[config.mk]
export PLATFORM = sky130hd
export DESIGN_NAME = fifo_stream_reader
export DESIGN_NICKNAME = d
export VERILOG_FILES = /design/src/rtl/fifo_stream_reader.sv
export SDC_FILE = /design/constraint.sdc
export NUM_CORES = 1
export LEC_CHECK = 0
export ABC_AREA = 0
export ABC_CLOCK_PERIOD_IN_PS = 5800
export CORE_ASPECT_RATIO = 1.75
export CORE_MARGIN = 2
export CORE_UTILIZATION = 56
export CTS_BUF_LIST = sky130_fd_sc_hd__clkbuf_16
export CTS_CLUSTER_DIAMETER = 60
export CTS_CLUSTER_SIZE = 14
export DETAILED_ROUTE_END_ITERATION = 10
export HOLD_SLACK_MARGIN = 0.12
export PLACE_DENSITY = 0.79
export SYNTH_ARGS = -nofsm -noshare
export SYNTH_HDL_FRONTEND = slang
export SYNTH_SLANG_ARGS = --single-unit
[constraint.sdc]
create_clock -name clk -period 5.8 [get_ports clk]
set_input_delay 0.87 -clock clk [delete_from_list [all_inputs] [get_ports clk]]
set_output_delay 0.87 -clock clk [all_outputs]
set_load 0.01 [all_outputs]
[src/rtl/fifo_stream_reader.sv]
// Drains a programmed number of words from the sync FIFO and emits them as one AXI-Stream frame.
// Optional stall statistics output enabled by defining READER_STATS_EN.
module fifo_stream_reader #(
  parameter int DATA_WIDTH = 8,
  parameter int LEN_W      = 16
) (
  input  logic                  clk,
  input  logic                  rst_n,
  input  logic                  start,
  input  logic [LEN_W-1:0]      cfg_len,
  output logic                  busy,
  output logic                  done,
  input  logic                  fifo_ovalid,
  output logic                  fifo_oready,
  input  logic [DATA_WIDTH-1:0] fifo_odata,
  output logic                  m_tvalid,
  input  logic                  m_tready,
  output logic [DATA_WIDTH-1:0] m_tdata,
  output logic                  m_tlast
`ifdef READER_STATS_EN
  ,
  output logic [31:0]           stall_cnt
`endif
);

  // Handshakes: a FIFO word moves when fifo_ovalid & fifo_oready, a stream beat
  // moves when m_tvalid & m_tready; neither valid waits on its own ready.
  typedef enum logic [1:0] {IDLE, RUN, DONE} state_t;

  state_t                state_q, state_d;
  logic [LEN_W-1:0]      len_q, len_d;
  logic [LEN_W-1:0]      popped_q, popped_d;
  logic [LEN_W-1:0]      sent_q, sent_d;
  logic [DATA_WIDTH-1:0] buf0_q, buf0_d;
  logic [DATA_WIDTH-1:0] buf1_q, buf1_d;
  logic [1:0]            buf_cnt_q, buf_cnt_d;

  logic pop;
  logic fire;
  logic last_beat;

  assign busy        = (state_q != IDLE);
  assign done        = (state_q == DONE);
  assign fifo_oready = (state_q == RUN) && (popped_q != len_q) && (buf_cnt_q != 2'd2);
  assign m_tvalid    = (buf_cnt_q != 2'd0);
  assign m_tdata     = buf0_q;
  assign last_beat   = (sent_q == len_q - LEN_W'(1));
  assign m_tlast     = m_tvalid & last_beat;
  assign pop         = fifo_ovalid & fifo_oready;
  assign fire        = m_tvalid & m_tready;

  always_comb begin
    state_d   = state_q;
    len_d     = len_q;
    popped_d  = popped_q;
    sent_d    = sent_q;
    buf0_d    = buf0_q;
    buf1_d    = buf1_q;
    buf_cnt_d = buf_cnt_q;

    // buf0 is always the head; buf1 only holds a word while buf0 is occupied
    case ({pop, fire})
      2'b10: begin
        if (buf_cnt_q == 2'd0) buf0_d = fifo_odata;
        else                   buf1_d = fifo_odata;
        buf_cnt_d = buf_cnt_q + 2'd1;
      end
      2'b01: begin
        buf0_d    = buf1_q;
        buf_cnt_d = buf_cnt_q - 2'd1;
      end
      2'b11: begin
        if (buf_cnt_q == 2'd1) begin
          buf0_d = fifo_odata;
        end else begin
          buf0_d = buf1_q;
          buf1_d = fifo_odata;
        end
      end
      default: ;
    endcase

    if (pop)  popped_d = popped_q + LEN_W'(1);
    if (fire) sent_d   = sent_q + LEN_W'(1);

    case (state_q)
      IDLE: begin
        if (start) begin
          len_d     = cfg_len;
          popped_d  = '0;
          sent_d    = '0;
          buf_cnt_d = 2'd0;
          state_d   = (cfg_len != '0) ? RUN : DONE;
        end
      end
      RUN: begin
        if (fire && last_beat) state_d = DONE;
      end
      DONE:    state_d = IDLE;
      default: state_d = IDLE;
    endcase
  end

  always_ff @(posedge clk or negedge rst_n) begin
    if (!rst_n) begin
      state_q   <= IDLE;
      len_q     <= '0;
      popped_q  <= '0;
      sent_q    <= '0;
      buf0_q    <= '0;
      buf1_q    <= '0;
      buf_cnt_q <= 2'd0;
    end else begin
      state_q   <= state_d;
      len_q     <= len_d;
      popped_q  <= popped_d;
      sent_q    <= sent_d;
      buf0_q    <= buf0_d;
      buf1_q    <= buf1_d;
      buf_cnt_q <= buf_cnt_d;
    end
  end

`ifdef READER_STATS_EN
  logic [31:0] stall_cnt_q, stall_cnt_d;

  always_comb begin
    stall_cnt_d = stall_cnt_q;
    if (state_q == IDLE && start) begin
      stall_cnt_d = '0;
    end else if (state_q == RUN && m_tvalid && !m_tready && stall_cnt_q != 32'hFFFF_FFFF) begin
      stall_cnt_d = stall_cnt_q + 32'd1;
    end
  end

  always_ff @(posedge clk or negedge rst_n) begin
    if (!rst_n) stall_cnt_q <= '0;
    else        stall_cnt_q <= stall_cnt_d;
  end

  assign stall_cnt = stall_cnt_q;
`endif

endmodule

; Word level (Yosys, flattened, before mapping)
; Cells that the tools add are included.
[word_totals]
ff_bits = 68
in_bits = 29
out_inout_bits = 13
wordCells = 62
[classes]
addsub = 5
eq_ne = 14
muxes = 19
n_bitwise = 3
reduce_logical = 14
[op_table]
columns = op, n
row1 = two-way mux 16 bit, 6
row2 = "adder 16 x 1 -> 16 bit, second input constant", 2
row3 = two-way mux 8 bit, 4
row4 = case mux 8 bit (3 select lines), 1
row5 = equality test 16 bit, 1
row6 = inequality test 16 bit, 1
row7 = case mux 8 bit (2 select lines), 1
row8 = nonzero test 16 bit, 1
row9 = "subtractor 16 x 1 -> 16 bit, second input constant", 1
row10 = two-way mux 2 bit, 5
row11 = "inequality test 2 bit, second input constant", 5
row12 = case mux 2 bit (2 select lines), 2
row13 = "equality test 2 x 1 -> 1 bit, second input constant", 3
row14 = "equality test 2 bit, second input constant", 3
row15 = AND reduction 2 bit, 3
row16 = nonzero test 2 bit, 3
row17 = logical NOT 2 bit, 2
row18 = AND 1 bit, 3
row19 = logical AND 1 bit, 3
row20 = AND reduction 3 bit, 1
row21 = nonzero test 3 bit, 1
row22 = "adder 2 x 1 -> 2 bit, second input constant", 1
row23 = "inequality test 2 x 1 -> 1 bit, second input constant", 1
row24 = "subtractor 2 x 1 -> 2 bit, second input constant", 1

; Logic depth before layout (Yosys ltp)
[depth]
word_depth = 8
mapped_depth = 11
mapped_depth_nobuf = 11

; Worst setup path after synthesis
; No wires, ideal clock.
[synth_path]
path_type = register -> output
start = register len_q[2]
end = output port m_tlast
t_arrival_ns = 2.212
t_required_ns = 4.930
setup_slack_ns = 2.718
path_stages_with_launch = 8
path_buffers = 1
cell_sequence = dfrtp_1 -> buf_6 -> or3_4 -> or3_4 -> a21oi_2 -> o2111ai_1 -> or4_4 -> nor2_1
[synth_between]
elab_chain_len = 3
[synth_rtl]
columns = element, line
row1 = from (decl), 31  ; logic [LEN_W-1:0] len_q, len_d;
row2 = from (signal assigned), 115  ; len_q <= len_d;
row3 = subtractor 16 x 1 -> 16 bit, 47  ; assign last_beat = (sent_q == len_q - LEN_W'(1));
row4 = equality test 16 bit, 47
row5 = AND 1 bit, 48  ; assign m_tlast = m_tvalid & last_beat;
row6 = to (decl), 19  ; output logic m_tlast
; Every way passes these cells.

; Final worst setup path
; Ends and elaborated chain as after synthesis.

==> impl_metrics.ini <==
[drt]
detailed_route_iter0_violations = 242
post-route-drc-count = 0
drt.antenna.violating_nets = 0
num_vias = 3270
dr.pass1.iters = 5
routedWlPerCell_um = 17.9
detail_route.wirelength_mm = 9.89
avgViaCountPerCell = 5.91

[outcome]
run_status = completed

[power_and_ir_drop]
power.density_nw_per_um2 = 359
switching_share = 0.313
share_seq_of_total_power = 0.398
power_frac_clock = 0.302
net-switching-power_uw = 532
p_leak_nw = 2.10
combinationalPowerShare = 0.300
internal_power_mw = 1.16
peakVddDrop_uv = 312

[critical_path]
critical-path-top-delay-family = simple AND/OR/NAND/NOR gates
crit_path_cell_trace = nor4_4 -> nand2_1 -> nor4_1 -> o2111ai_1 -> or4_4 -> nor2_1 -> clkdlybuf4s50_1
critical_path_class = flip-flop to output port
worst_path_slowest_cell = or4_4
crit_path_start = len_q[2]
worst_r2r_startpoint = len_q[6]
worst-path-max-fanout = 10
required_ps = 4930
start_kind = flip-flop
timing.critical_path.to_type = output port
worst_ep_arrival_time_ps = 3230
critical_path.max_stage_delay_ps = 570
worst-path-buf-inv = 1

[clock_tree]
cts-hold-fix-buffers = 0
h_tree_depth_reported_by_cts = 3
clkTransAtPathRegs_ps = 50
cts_repair_resize_count = 0
tritoncts_num_sinks = 68
clk_root_buffer_cell = clkbuf_16
cts_inserted_buffers = 9
insertion_delay_ps = 330
cts_setup_buffers = 0
cts_tree = built
cts-root-to-sink-buffers = 2

[synth]
fraction_of_synthesis_flops_using_an_asynchronous_set_or_reset_pin = 1.00
netlist_cell_types = 55
synth-edff-count = 0
synthesis.area_per_instance_um2 = 9.39
postSynthCellCount = 430
ys_warn_count = 0
synth_ff_type = dfrtp_1
mappedNetlistArea_um2 = 4040
synth.top_cells.by_count = nand2_1 (72), dfrtp_1 (68), nor2_1 (37), xnor2_1 (37), xor2_1 (18)
synth_top_area_share = 0.422
ys_ff_latch = 68
mappedNetlistNets = 468
post_synth_main_area_contributors = dfrtp_1 (42%), xnor2_1 (8.0%), nand2_1 (6.7%)
synth_largest_area_cell = dfrtp_1
sequential_element_share_of_the_synthesized_area = 0.422
yosysMostFrequentCell = nand2_1

[placed_design]
io_buffers = 41
place_congestion = 0.884
detailed_placement_wirelength_estimate_mm = 7.20

[global_routing]
global_route.overflow_total = 0
vias_in_the_first_global_route = 3316
grt_first_pass_wirelength_mm = 16.0
grt_max_degree = 69
antenna_found_initial = 0
grt_usage = 0.274

[final_layout]
final-seq-area_um2 = 1700
diodes = 0
syn_to_final_growth_pct = 17.1
multi_input_area_um2 = 2180
drive_gt1_frac = 0.0685
num-nets-final = 500
fin_util = 0.668
filler_cell_count = 608

[floorplanning]
placementRows = 41
placeableCoreArea_um2 = 7080
top_level_ports = 42
initial_core_util = 0.570
die_height_um = 116
die_area_um2 = 7930
die-width_um = 68.2

[timing]
timing.final.setup_violations = 0
worst_pin_slew_ps = 1270
maxClockFrequency_mhz = 244
grt_setup_unrepaired = false
timing.final.max_slew_violations = 0
finalSetupTns_ps = 0
finalHoldViolations = 0
fin_crit_sh = 0.707
period_minus_slack_ps = 4100
clock-skew-final_ps = 3.21
timing.max_slew.rel_slack = 0.148

[hold_path]
hold_path_startpoint = m_tdata[2]
hold_class = flip-flop to flip-flop

[job]
max-cap-violations = 0
==> flip-flops by register name, indices dropped and copies added, names as in the netlist <==
register   cells
buf1_q         8
buf_cnt_q      2
len_q         16
m_tdata        8
popped_q      16
sent_q        16
state_q        2
==> worst reg2reg max path: cells and delay by family (launching register included) <==
kind / cells / cell delay, ps
AO/OA/AOI/OAI: 1 / 690
XOR/XNOR: 1 / 240
adder cells (fa/ha/maj): 1 / 320
flip-flops: 1 / 500
multiplexers: 1 / 420
AND/OR/NAND/NOR: 3 / 1040
==> kinds of logic after synthesis <==
group | count (synthesis) | share of synthesized area
and+or+nand+nor | 190 | 0.238
xor gates and xnor gates | 55 | 0.119
adders and majority gates | 9 | 0.0279
DFF | 68 | 0.422
buffers and inverters | 33 | 0.0391
muxes | 22 | 0.0598
AOI/OAI and AO/OA | 53 | 0.0942
==> area by class of cell <==
class	instances	area share
Clock inverter	7	0.0111
Tap cell	86	0.0228
Clock buffer	9	0.0477
Inverter	11	0.00874
Timing Repair Buffer	43	0.0890
Multi-Input combinational cell	329	0.461
Sequential cell	68	0.360
==> cell usage in the layout, fill, tap and decap left out, types with 9 or more instances in the layout <==
cell and n:
nand2_1 72, dfrtp_1 68, clkdlybuf4s50_1 40, xnor2_1 37, nor2_1 37, xor2_1 18
nand4_1 16, inv_1 14, nor4_1 14, a21oi_1 11, nor3_1 10, nand3_1 10
o21ai_0 9, mux2_2 9, ha_1 9, clkbuf_16 9
==> metal layers <==
layer,vias to the layer above,share of wire,wire [um],track usage
li1,1559,-,-,-
met1,1610,0.39,3820,0.291
met2,73,0.55,5440,0.495
met3,28,0.027,271,0.0588
met4,0,0.037,361,0.135
met5,-,0,0,0
==> path summary, 6_finish.rpt <==
check                      slack, ps  cells after the start           end
max                             1700                      7       m_tlast
min                              500                      1    m_tdata[2]
max reg2reg                     2480                      7     buf1_q[4]
min reg2reg                      500                      1    m_tdata[2]
max in group asynchronous       4480                      2      len_q[8]
min in group asynchronous        740                      2  popped_q[14]
==> power groups by stage <==
| stage | combinational, mW | sequential (mW) | clock (mW) |
|---|---|---|---|
| after floorplan | 0.336 | 0.661 | 0 |
| after global placement | 0.497 | 0.678 | 0 |
| after detailed placement | 0.507 | 0.681 | 0 |
| after CTS | 0.513 | 0.675 | 0.520 |
| after global routing | 0.554 | 0.691 | 0.542 |
| final | 0.508 | 0.675 | 0.513 |
==> per-stage QoR <==
stage	area (um2)	instances	setup WS [ps]	power [mW]	hold slack, ps
after floorplan	4040	430	2720	0.997	466
after global placement	4450	537	2080	1.18	484
after detailed placement	4450	537	2040	1.19	482
after CTS	4730	553	1680	1.71	497
after global routing	4730	553	1520	1.79	511
final	4730	553	1700	1.70	496
No activity file was read; power rests on OpenSTA's default activity.
